<file path="config.mk">
export PLATFORM = sky130hd
export DESIGN_NAME = perm_product_flat
export DESIGN_NICKNAME = d
export VERILOG_FILES = /design/src/rtl/perm_product_if.sv /design/src/rtl/perm_product.sv /design/src/flat_wrapper.sv
export SDC_FILE = /design/constraint.sdc
export NUM_CORES = 1
export LEC_CHECK = 0
export ABC_AREA = 1
export BUFFER_PORTS_ARGS = -buffer_cell sky130_fd_sc_hd__buf_4
export CAP_MARGIN = 25
export CORE_MARGIN = 3
export CORE_UTILIZATION = 41
export CTS_CLUSTER_SIZE = 8
export DETAILED_ROUTE_END_ITERATION = 12
export PLACE_DENSITY = 0.54
export SYNTH_ARGS = -nofsm -noshare
export SYNTH_HDL_FRONTEND = slang
export SYNTH_SLANG_ARGS = --single-unit
</file>
<file path="constraint.sdc">
create_clock -name clk -period 12.7 [get_ports clk]
set_input_delay 1.905 -clock clk [delete_from_list [all_inputs] [get_ports clk]]
set_output_delay 1.905 -clock clk [all_outputs]
set_load 0.02 [all_outputs]
</file>
<file path="src/rtl/perm_product_if.sv">
// perm_product_if: request/result bundle for the perm_product coprocessor.
// The master side (core or bench) drives start/n/k.
// The slave side (perm_product) returns busy/done/fn/ovf.
interface perm_product_if #(
  parameter int unsigned N_WIDTH  = 8,
  parameter int unsigned FN_WIDTH = 32
);
  logic                start;
  logic [N_WIDTH-1:0]  n;
  logic [N_WIDTH-1:0]  k;
  logic                busy;
  logic                done;
  logic [FN_WIDTH-1:0] fn;
  logic                ovf;

  modport master (
    output start, n, k,
    input  busy, done, fn, ovf
  );

  modport slave (
    input  start, n, k,
    output busy, done, fn, ovf
  );
endinterface

</file>
<file path="src/rtl/perm_product.sv">
// perm_product: iterative falling product P(n,k) = n*(n-1)*...*(n-k+1).
// Performs one multiply per cycle, and the result is held until the next completion.
// With k == 0 the result is 1 (empty product).
// With k > n the result is 0, because a zero factor is crossed.
// Optional build macro: PERM_PRODUCT_OVF_EN.
//   When defined, an overflowing product saturates to all ones, sets ovf and ends the job early.
//   When undefined, the product wraps modulo 2^FN_WIDTH and ovf is tied to 0.
module perm_product #(
  parameter int unsigned N_WIDTH  = 8,
  parameter int unsigned FN_WIDTH = 32
) (
  input  logic          clk,
  input  logic          rst,
  perm_product_if.slave bus
);

  localparam logic [1:0] IDLE = 2'd0;
  localparam logic [1:0] LOAD = 2'd1;
  localparam logic [1:0] ITER = 2'd2;
  localparam logic [1:0] STOR = 2'd3;

  logic [1:0]          state;
  logic [N_WIDTH-1:0]  nq;
  logic [N_WIDTH-1:0]  kq;
  logic [N_WIDTH-1:0]  a;
  logic [N_WIDTH-1:0]  cnt;
  logic [FN_WIDTH-1:0] p;
  logic [FN_WIDTH-1:0] prod;
  logic [FN_WIDTH-1:0] fn_q;
  logic                done_q;

`ifdef PERM_PRODUCT_OVF_EN
  localparam int unsigned PW = N_WIDTH + FN_WIDTH;

  logic [PW-1:0] full;
  logic          sat;
  logic          ovf_int;
  logic          ovf_q;

  // Full-width product; any set bit above FN_WIDTH means the result no longer fits.
  always_comb begin
    full = PW'(p) * PW'(a);
    prod = full[FN_WIDTH-1:0];
    sat  = |full[PW-1:FN_WIDTH];
  end
`else
  // Truncated product; the result wraps modulo 2^FN_WIDTH.
  always_comb begin
    prod = p * FN_WIDTH'(a);
  end
`endif

  // Control FSM and datapath: capture the operands, seed the product, then multiply down once per cycle.
  always_ff @(posedge clk or negedge rst) begin
    if (!rst) begin
      state   <= IDLE;
      nq      <= '0;
      kq      <= '0;
      a       <= '0;
      p       <= '0;
      cnt     <= '0;
`ifdef PERM_PRODUCT_OVF_EN
      ovf_int <= 1'b0;
`endif
    end else begin
      case (state)
        IDLE: begin
          if (bus.start) begin
            nq    <= bus.n;
            kq    <= bus.k;
            state <= LOAD;
          end
        end
        LOAD: begin
          a   <= nq;
          cnt <= kq;
`ifdef PERM_PRODUCT_OVF_EN
          ovf_int <= 1'b0;
`endif
          // The degenerate cases skip ITER entirely and store their fixed result.
          if (kq == '0) begin
            p     <= FN_WIDTH'(1);
            state <= STOR;
          end else if (kq > nq) begin
            p     <= '0;
            state <= STOR;
          end else begin
            p     <= FN_WIDTH'(1);
            state <= ITER;
          end
        end
        ITER: begin
          a   <= a - N_WIDTH'(1);
          cnt <= cnt - N_WIDTH'(1);
`ifdef PERM_PRODUCT_OVF_EN
          if (sat) begin
            p       <= '1;
            ovf_int <= 1'b1;
            state   <= STOR;
          end else begin
            p <= prod;
            if (cnt == N_WIDTH'(1)) state <= STOR;
          end
`else
          p <= prod;
          if (cnt == N_WIDTH'(1)) state <= STOR;
`endif
        end
        default: begin
          state <= IDLE;
        end
      endcase
    end
  end

  // Result registers: load on the edge that leaves STOR; done pulses for that one cycle.
  always_ff @(posedge clk or negedge rst) begin
    if (!rst) begin
      done_q <= 1'b0;
      fn_q   <= '0;
`ifdef PERM_PRODUCT_OVF_EN
      ovf_q  <= 1'b0;
`endif
    end else begin
      done_q <= (state == STOR);
      if (state == STOR) begin
        fn_q  <= p;
`ifdef PERM_PRODUCT_OVF_EN
        ovf_q <= ovf_int;
`endif
      end
    end
  end

  assign bus.busy = (state != IDLE);
  assign bus.done = done_q;
  assign bus.fn   = fn_q;
`ifdef PERM_PRODUCT_OVF_EN
  assign bus.ovf  = ovf_q;
`else
  assign bus.ovf  = 1'b0;
`endif

endmodule

</file>
<file path="src/flat_wrapper.sv">
// flat-port wrapper written by rule: the top's interface ports become plain ports
module perm_product_flat 
#(
  parameter int unsigned N_WIDTH  = 8,
  parameter int unsigned FN_WIDTH = 32
)
  (clk, rst, bus_start, bus_n, bus_k, bus_busy, bus_done, bus_fn, bus_ovf);
  perm_product_if #(.N_WIDTH(N_WIDTH), .FN_WIDTH(FN_WIDTH)) bus_i ();
  input  logic clk;
  input  logic rst;
  input wire logic [$bits(bus_i.start)-1:0] bus_start;
  input wire logic [$bits(bus_i.n)-1:0] bus_n;
  input wire logic [$bits(bus_i.k)-1:0] bus_k;
  output wire logic [$bits(bus_i.busy)-1:0] bus_busy;
  output wire logic [$bits(bus_i.done)-1:0] bus_done;
  output wire logic [$bits(bus_i.fn)-1:0] bus_fn;
  output wire logic [$bits(bus_i.ovf)-1:0] bus_ovf;
  assign bus_i.start = bus_start;
  assign bus_i.n = bus_n;
  assign bus_i.k = bus_k;
  assign bus_busy = bus_i.busy;
  assign bus_done = bus_i.done;
  assign bus_fn = bus_i.fn;
  assign bus_ovf = bus_i.ovf;
  perm_product #(.N_WIDTH(N_WIDTH), .FN_WIDTH(FN_WIDTH)) u_core (.clk(clk), .rst(rst), .bus(bus_i));
endmodule
</file>
==> summary.md, run 1 <==
| Metric | Value |
|---|---|
| Status | completed |
| Average size of a mapped cell | 7.36 um2 |
| Sequential area share after synthesis | 0.210 |
| Final hold violation count | 0 |
| Min Clock Period, post-route | 4840 ps |
| Crit start category | flop |
| Vias in the first global route | 9886 |
| H-tree Lvls | 3 |
| Clock share of power | 0.097 |
| CTS resizes | 0 |
| Die H | 176 um |
| Vias per cell | 4.92 |
| Synthesis Warnings | 0 |
| Die area | 30900 um2 |
| TNS Setup | 0 ps |
| FP Rows | 61 |
| Synth area leader | fa_1 |
| Reg power frac | 0.224 |
| Clk slew on worst S/H paths | 80 ps |
| Switching part of the total | 0.552 |
| Root Buffer | clkbuf_16 |
| RSZ-0062 raised after global routing | no |
| CP endpoint kind | flop |
| Fin util | 0.456 |
| RD Place Congestion | 0.946 |
| Largest buffer count on any clock path | 2 |
| Fillers | 2912 |
| Starting Density | 0.420 |
| Total Power | 3.00 mW |
| CTS Buf Count | 9 |
| Total grt overflow | 0 |
| CP max FO | 17 |
| Most frequent CP cell | fa_1 |
| Drt drc | 0 |
| Most common cell after layout, fill and taps aside | nand2_1 |
| Port buffer count | 52 |
| Worst Skew | 12.2 ps |
| Slowest CP cell | dfrtp_1 |
| Largest cells by area after synthesis | fa_1, dfrtp_1, nand2_1 |
| First DRT Iteration DRCs | 649 |
| Internal Power | 1.34 mW |
| Top-area cell type share of the netlist area | 0.264 |
| Final HPWL DP | 24700 um |
| CP required | 12940 ps |
| CTS sink cnt | 99 |
| Critical Path Max Stage Delay | 730 ps |
| Routed WL | 31600 um |
| Final worst path period share | 0.381 |
| F_max | 207 MHz |
| Post-Syn Nets | 1835 |
| Share of post-route cells with drive strength above 1 | 0.0745 |
| Switch Pwr | 1.66 mW |
| Setup Fix Bufs, Post-CTS | 0 |
| DRT Pass-1 Iters | 5 |
| Worst hold slack | 514 ps |
| Worst-Skew Late Latency | 360 ps |
| Combinational share of power | 0.680 |
| I/O pin cnt | 54 |
| Critical path class | flop to flop |
| Maxcap violations | 0 |
| Critical Path AT | 5090 ps |
| Max IR drop VDD | 0.158 mV |
| Routed vias | 9774 |
| Overall routing resource usage | 0.216 |
| Synth-to-Final Area Change | 8.45% |
| Final WS setup | 7860 ps |
| Initial antenna violation count | 1 |
| Largest net degree at the start of global routing | 72 |
| Place WS | 7900 ps |
| Most frequent cells in the layout | nand2_1, inv_1, fa_1 |
| Register bit total from synthesis | 99 |
| Core area | 28100 um2 |
| Worst Hold Class | flop to flop |
| Wire per inst | 15.9 um |
| Max-slew violation count | 0 |
| CTS tree | yes |
| First-pass GRT wire length | 53300 um |
| Die Width | 176 um |
| Ant diodes | 0 |
| Max-slew headroom | 0.369 |
| Mapped Cells | 1605 |
| Worst slew pin tran | 941 ps |
| Yosys cell types | 41 |
| # setup viols final | 0 |
| Power density cells | 235 nW/um2 |
| Final #Nets | 1835 |
| ANT nets after route | 0 |
| Mapped Area | 11800 um2 |
| CP Cell Sequence | buf_4 -> nand2_1 -> inv_1 -> fa_1 -> fa_1 -> fa_1 -> fa_1 -> ha_1 -> a21oi_1 -> o21ai_0 -> nand2_1 -> nand3_1 -> a21oi_1 -> nand3_1 -> nand3_1 -> nand2_1 |
| Leakage | 7.88 nW |
| CTS Hold Bufs | 0 |
[metal layers]
layer  routed length (um)  vias up  track usage
met1                14900     4811        0.312
met4                  418        0       0.0478
li1                     -     4735            -
met5                    0        -            0
met3                 1240       27       0.0156
met2                15000      201        0.359
[worst paths after layout]
check	from	end	slack, ps	cells after the start
max	u_core.a[4]	u_core.p[30]	7860	16
min	u_core.bus.fn[24]	u_core.bus.fn[24]	510	1
max reg2reg	u_core.a[4]	u_core.p[30]	7860	16
min reg2reg	u_core.bus.fn[24]	u_core.bus.fn[24]	510	1
max in group asynchronous	rst	u_core.p[8]	10300	3
min in group asynchronous	rst	u_core.bus.fn[26]	1490	1
[stage by stage]
| step | cell area, um2 | cells |
|---|---|---|
| final | 12800 | 1988 |
| after global routing | 12800 | 1988 |
| after CTS | 12800 | 1987 |
| after detailed placement | 12500 | 1971 |
| after global placement | 12400 | 1970 |
| after floorplan | 11800 | 1605 |
[layout make-up]
cell class,instances,area [um2],share of cell area
tap,378,473,0.0369
sequential,99,2480,0.193
inverter,415,1560,0.122
clock inverter,6,66.3,0.00518
multi-input combinational,1015,7460,0.583
timing repair buffer,65,528,0.0412
clock buffer,10,239,0.0187
[flip-flops by register name, indices dropped and copies added, names as in the netlist]
register / flops
u_core.a: 8
u_core.bus.done: 1
u_core.bus.fn: 32
u_core.cnt: 8
u_core.kq: 8
u_core.nq: 8
u_core.p: 32
u_core.state: 2
[cell families after synthesis]
kind of cell	count (synthesis)	synth area share
AOI/OAI and AO/OA	171	0.0777
xor gates and xnor gates	2	0.00148
adders and majority gates	211	0.323
buffers and inverters	491	0.158
DFF	99	0.210
muxes	21	0.0200
other	1	0.000318
and+or+nand+nor	609	0.210
[power groups by stage]
| stage | sequential, mW | clock (mW) | combinational (mW) |
|---|---|---|---|
| after floorplan | 0.582 | 0 | 1.50 |
| after detailed placement | 0.677 | 0 | 2.04 |
| after global routing | 0.695 | 0.310 | 2.35 |
| final | 0.672 | 0.290 | 2.04 |
| after global placement | 0.676 | 0 | 2.02 |
| after CTS | 0.672 | 0.298 | 2.07 |
[critical path: cells and delay by family (launching register included)]
family / cells / cell delay (ps)
fa+ha+maj: 5 / 2230
flops: 1 / 730
buf+inv: 2 / 430
simple gates: 6 / 580
compound gates: 3 / 730
[cells in the mapped netlist]
| library cell | number |
|---|---|
| buf_1 | 13 |
| a21boi_0 | 1 |
| or2_1 | 1 |
| buf_6 | 1 |
| nand3b_1 | 6 |
| o221ai_1 | 2 |
| o211ai_1 | 2 |
| buf_2 | 10 |
| conb_1 | 1 |
| nor4_1 | 2 |
| nor4_2 | 1 |
| a31oi_1 | 1 |
| nand4_1 | 16 |
| nand2_2 | 3 |
| a22oi_1 | 1 |
| o22ai_1 | 10 |
| o21bai_1 | 8 |
| o21ai_1 | 8 |
| dfrtp_1 | 99 |
| xor2_1 | 2 |
| nand3_1 | 53 |
| nor2_2 | 5 |
| nor3_1 | 9 |
| nor2_1 | 72 |
| inv_1 | 407 |
| fa_1 | 156 |
| nand3_2 | 1 |
| clkinv_1 | 2 |
| clkbuf_1 | 49 |
| o21a_1 | 1 |
| buf_4 | 1 |
| a32o_1 | 1 |
| a21oi_1 | 80 |
| nor3_2 | 1 |
| nand2_1 | 439 |
| mux2_2 | 21 |
| clkbuf_2 | 2 |
| inv_2 | 6 |
| a21o_1 | 1 |
| ha_1 | 55 |
| o21ai_0 | 55 |
Note: power is estimated with default switching activity, not from simulation.
==> inputs of run 2 (changes only) <==
clock period = 5 ns   (was 12.7 ns; I/O delays follow)
==> run 2 against run 1 <==
Setup slack worse by 7500 ps. Design area is 0.94% higher. Maximum frequency rose by 3.5%. Combinational power grew to 2.6 times the previous value. Clock skew barely moved. Die area is the same. Global-route usage barely moved. Critical path type unchanged. Sequential power grew to 2.5 times the previous value. Critical path depth is 1 higher. Power increased to 2.6 times the previous value. Wire length is 0.39% higher.
==> summary.md, run 2 (same netlist as run 1, synthesis figures left out) <==
| Metric | Value |
|---|---|
| Worst Hold Class | input pin to async pin |
| Fillers | 2957 |
| Critical Path Max Stage Delay | 600 ps |
| Drt drc | 0 |
| CP required | 5260 ps |
| First-pass GRT wire length | 53300 um |
| Final #Nets | 1851 |
| Final worst path period share | 0.936 |
| RSZ-0062 raised after global routing | no |
| CTS tree | yes |
| Most common cell after layout, fill and taps aside | nand2_1 |
| TNS Setup | 0 ps |
| CP Cell Sequence | buf_4 -> nand2_1 -> inv_1 -> fa_1 -> fa_1 -> fa_1 -> fa_1 -> ha_1 -> nand2_1 -> nor2_1 -> inv_2 -> nor2_1 -> nand4_1 -> nand3_1 -> nand2_1 -> nand3_1 -> nand2_1 |
| H-tree Lvls | 3 |
| Share of post-route cells with drive strength above 1 | 0.0855 |
| F_max | 214 MHz |
| Final hold violation count | 0 |
| Status | completed |
| Worst R2R Start | u_core.a[4] |
| Vias per cell | 4.86 |
| Crit start category | flop |
| Routed vias | 9745 |
| DRT Pass-1 Iters | 5 |
| Ant diodes | 0 |
| Root Buffer | clkbuf_16 |
| Leakage | 7.96 nW |
| CTS sink cnt | 99 |
| Critical path class | flop to flop |
| Top delay family on crit path | adder cells |
| CTS Hold Bufs | 0 |
| CP bufs+invs | 3 |
| Crit. Startpoint | u_core.a[4] |
| Min Clock Period, post-route | 4680 ps |
| CTS Buf Count | 9 |
| Routed WL | 31700 um |
| Starting Density | 0.420 |
| Vias in the first global route | 10.2k |
| Worst Skew | 11.8 ps |
| RD Place Congestion | 0.956 |
| Initial antenna violation count | 0 |
| Wire per inst | 15.8 um |
| Die area | 30900 um2 |
| ANT nets after route | 0 |
| Worst slew pin tran | 994 ps |
| Overall routing resource usage | 0.217 |
| CP max FO | 14 |
| Final HPWL DP | 25500 um |
| Port buffer count | 52 |
| # setup viols final | 0 |
| Power density cells | 601 nW/um2 |
| Clk slew on worst S/H paths | 90 ps |
| Maxcap violations | 0 |
| Largest buffer count on any clock path | 2 |
| Max-slew violation count | 0 |
| Largest net degree at the start of global routing | 62 |
| Register area | 2480 um2 |
| Worst-Skew Late Latency | 370 ps |
| Max-slew headroom | 0.333 |
| FP Rows | 61 |
| Synth-to-Final Area Change | 9.46% |
| Critical Path AT | 4930 ps |
| Die Width | 176 um |
| Core area | 28100 um2 |
| Fin util | 0.460 |
| Most frequent cells in the layout | nand2_1, inv_1, fa_1 |
| I/O pin cnt | 54 |
| First DRT Iteration DRCs | 580 |
| Slowest CP cell | fa_1 |
| Die H | 176 um |
| CP endpoint kind | flop |
| Max IR drop VDD | 0.281 mV |
| Total grt overflow | 0 |
| Area occupied by multi-input gates | 7460 um2 |
==> run 2: changes by cell type in the layout (fill, tap and decap cells not counted), sizes merged <==
cell	before	now
inv	416	415
clkinv	4	7
clkinvlp	1	0
buf	65	81
clkbuf	10	9
==> run 2: per-layer routing <==
| metal | up-vias | global-route usage | part of all wire |
|---|---|---|---|
| met1 | 4737 | 0.308 | 0.47 |
| met3 | 35 | 0.0257 | 0.047 |
| li1 | 4763 | - | - |
| met2 | 210 | 0.355 | 0.47 |
| met5 | - | 0 | 0 |
| met4 | 0 | 0.0558 | 0.020 |
==> run 2: cell type report <==
| class | count | share of cell area |
|---|---|---|
| well taps | 378 | 0.0366 |
| clock inverters | 7 | 0.00726 |
| multi-input cells | 1015 | 0.577 |
| flip-flops and latches | 99 | 0.192 |
| repair buffers | 81 | 0.0486 |
| clock buffers | 9 | 0.0174 |
| inverters | 415 | 0.121 |
==> run 2: repair_timing <==
action	4_1_cts	5_1_grt
buffers inserted	0	0
gates resized for setup	0	4
endpoints found under the setup margin	0	13
==> run 2: where the power goes <==
part	total (mW)	internal [mW]	switching [mW]
Sequential	1.71	1.16	0.547
Combinational	5.31	1.98	3.33
Clock	0.747	0.362	0.385
Total	7.76	3.50	4.26
==> run 2: per-stage QoR <==
stage | worst slack [ps] | power [mW] | hold slack, ps | instances | instance area (um2)
2_1_floorplan | 646 | 5.29 | 454 | 1605 | 11800
3_3_place_gp | 120 | 6.96 | 493 | 1987 | 12600
3_5_place_dp | 178 | 7.01 | 498 | 1987 | 12600
4_1_cts | 145 | 7.84 | 516 | 2003 | 12900
5_1_grt | 11.0 | 8.68 | 521 | 2004 | 12900
6_report | 322 | 7.76 | 492 | 2004 | 12900
==> run 2: path summary, 6_finish.rpt <==
check	end	slack, ps	cells after the start
min in group clk	u_core.bus.fn[30]	510	1
max in group asynchronous	u_core.bus.fn[8]	3460	2
worst max-delay path	u_core.p[24]	320	17
worst min-delay path	u_core.bus.fn[21]	490	1
worst max register to register	u_core.p[24]	320	17
worst min register to register	u_core.bus.fn[30]	510	1
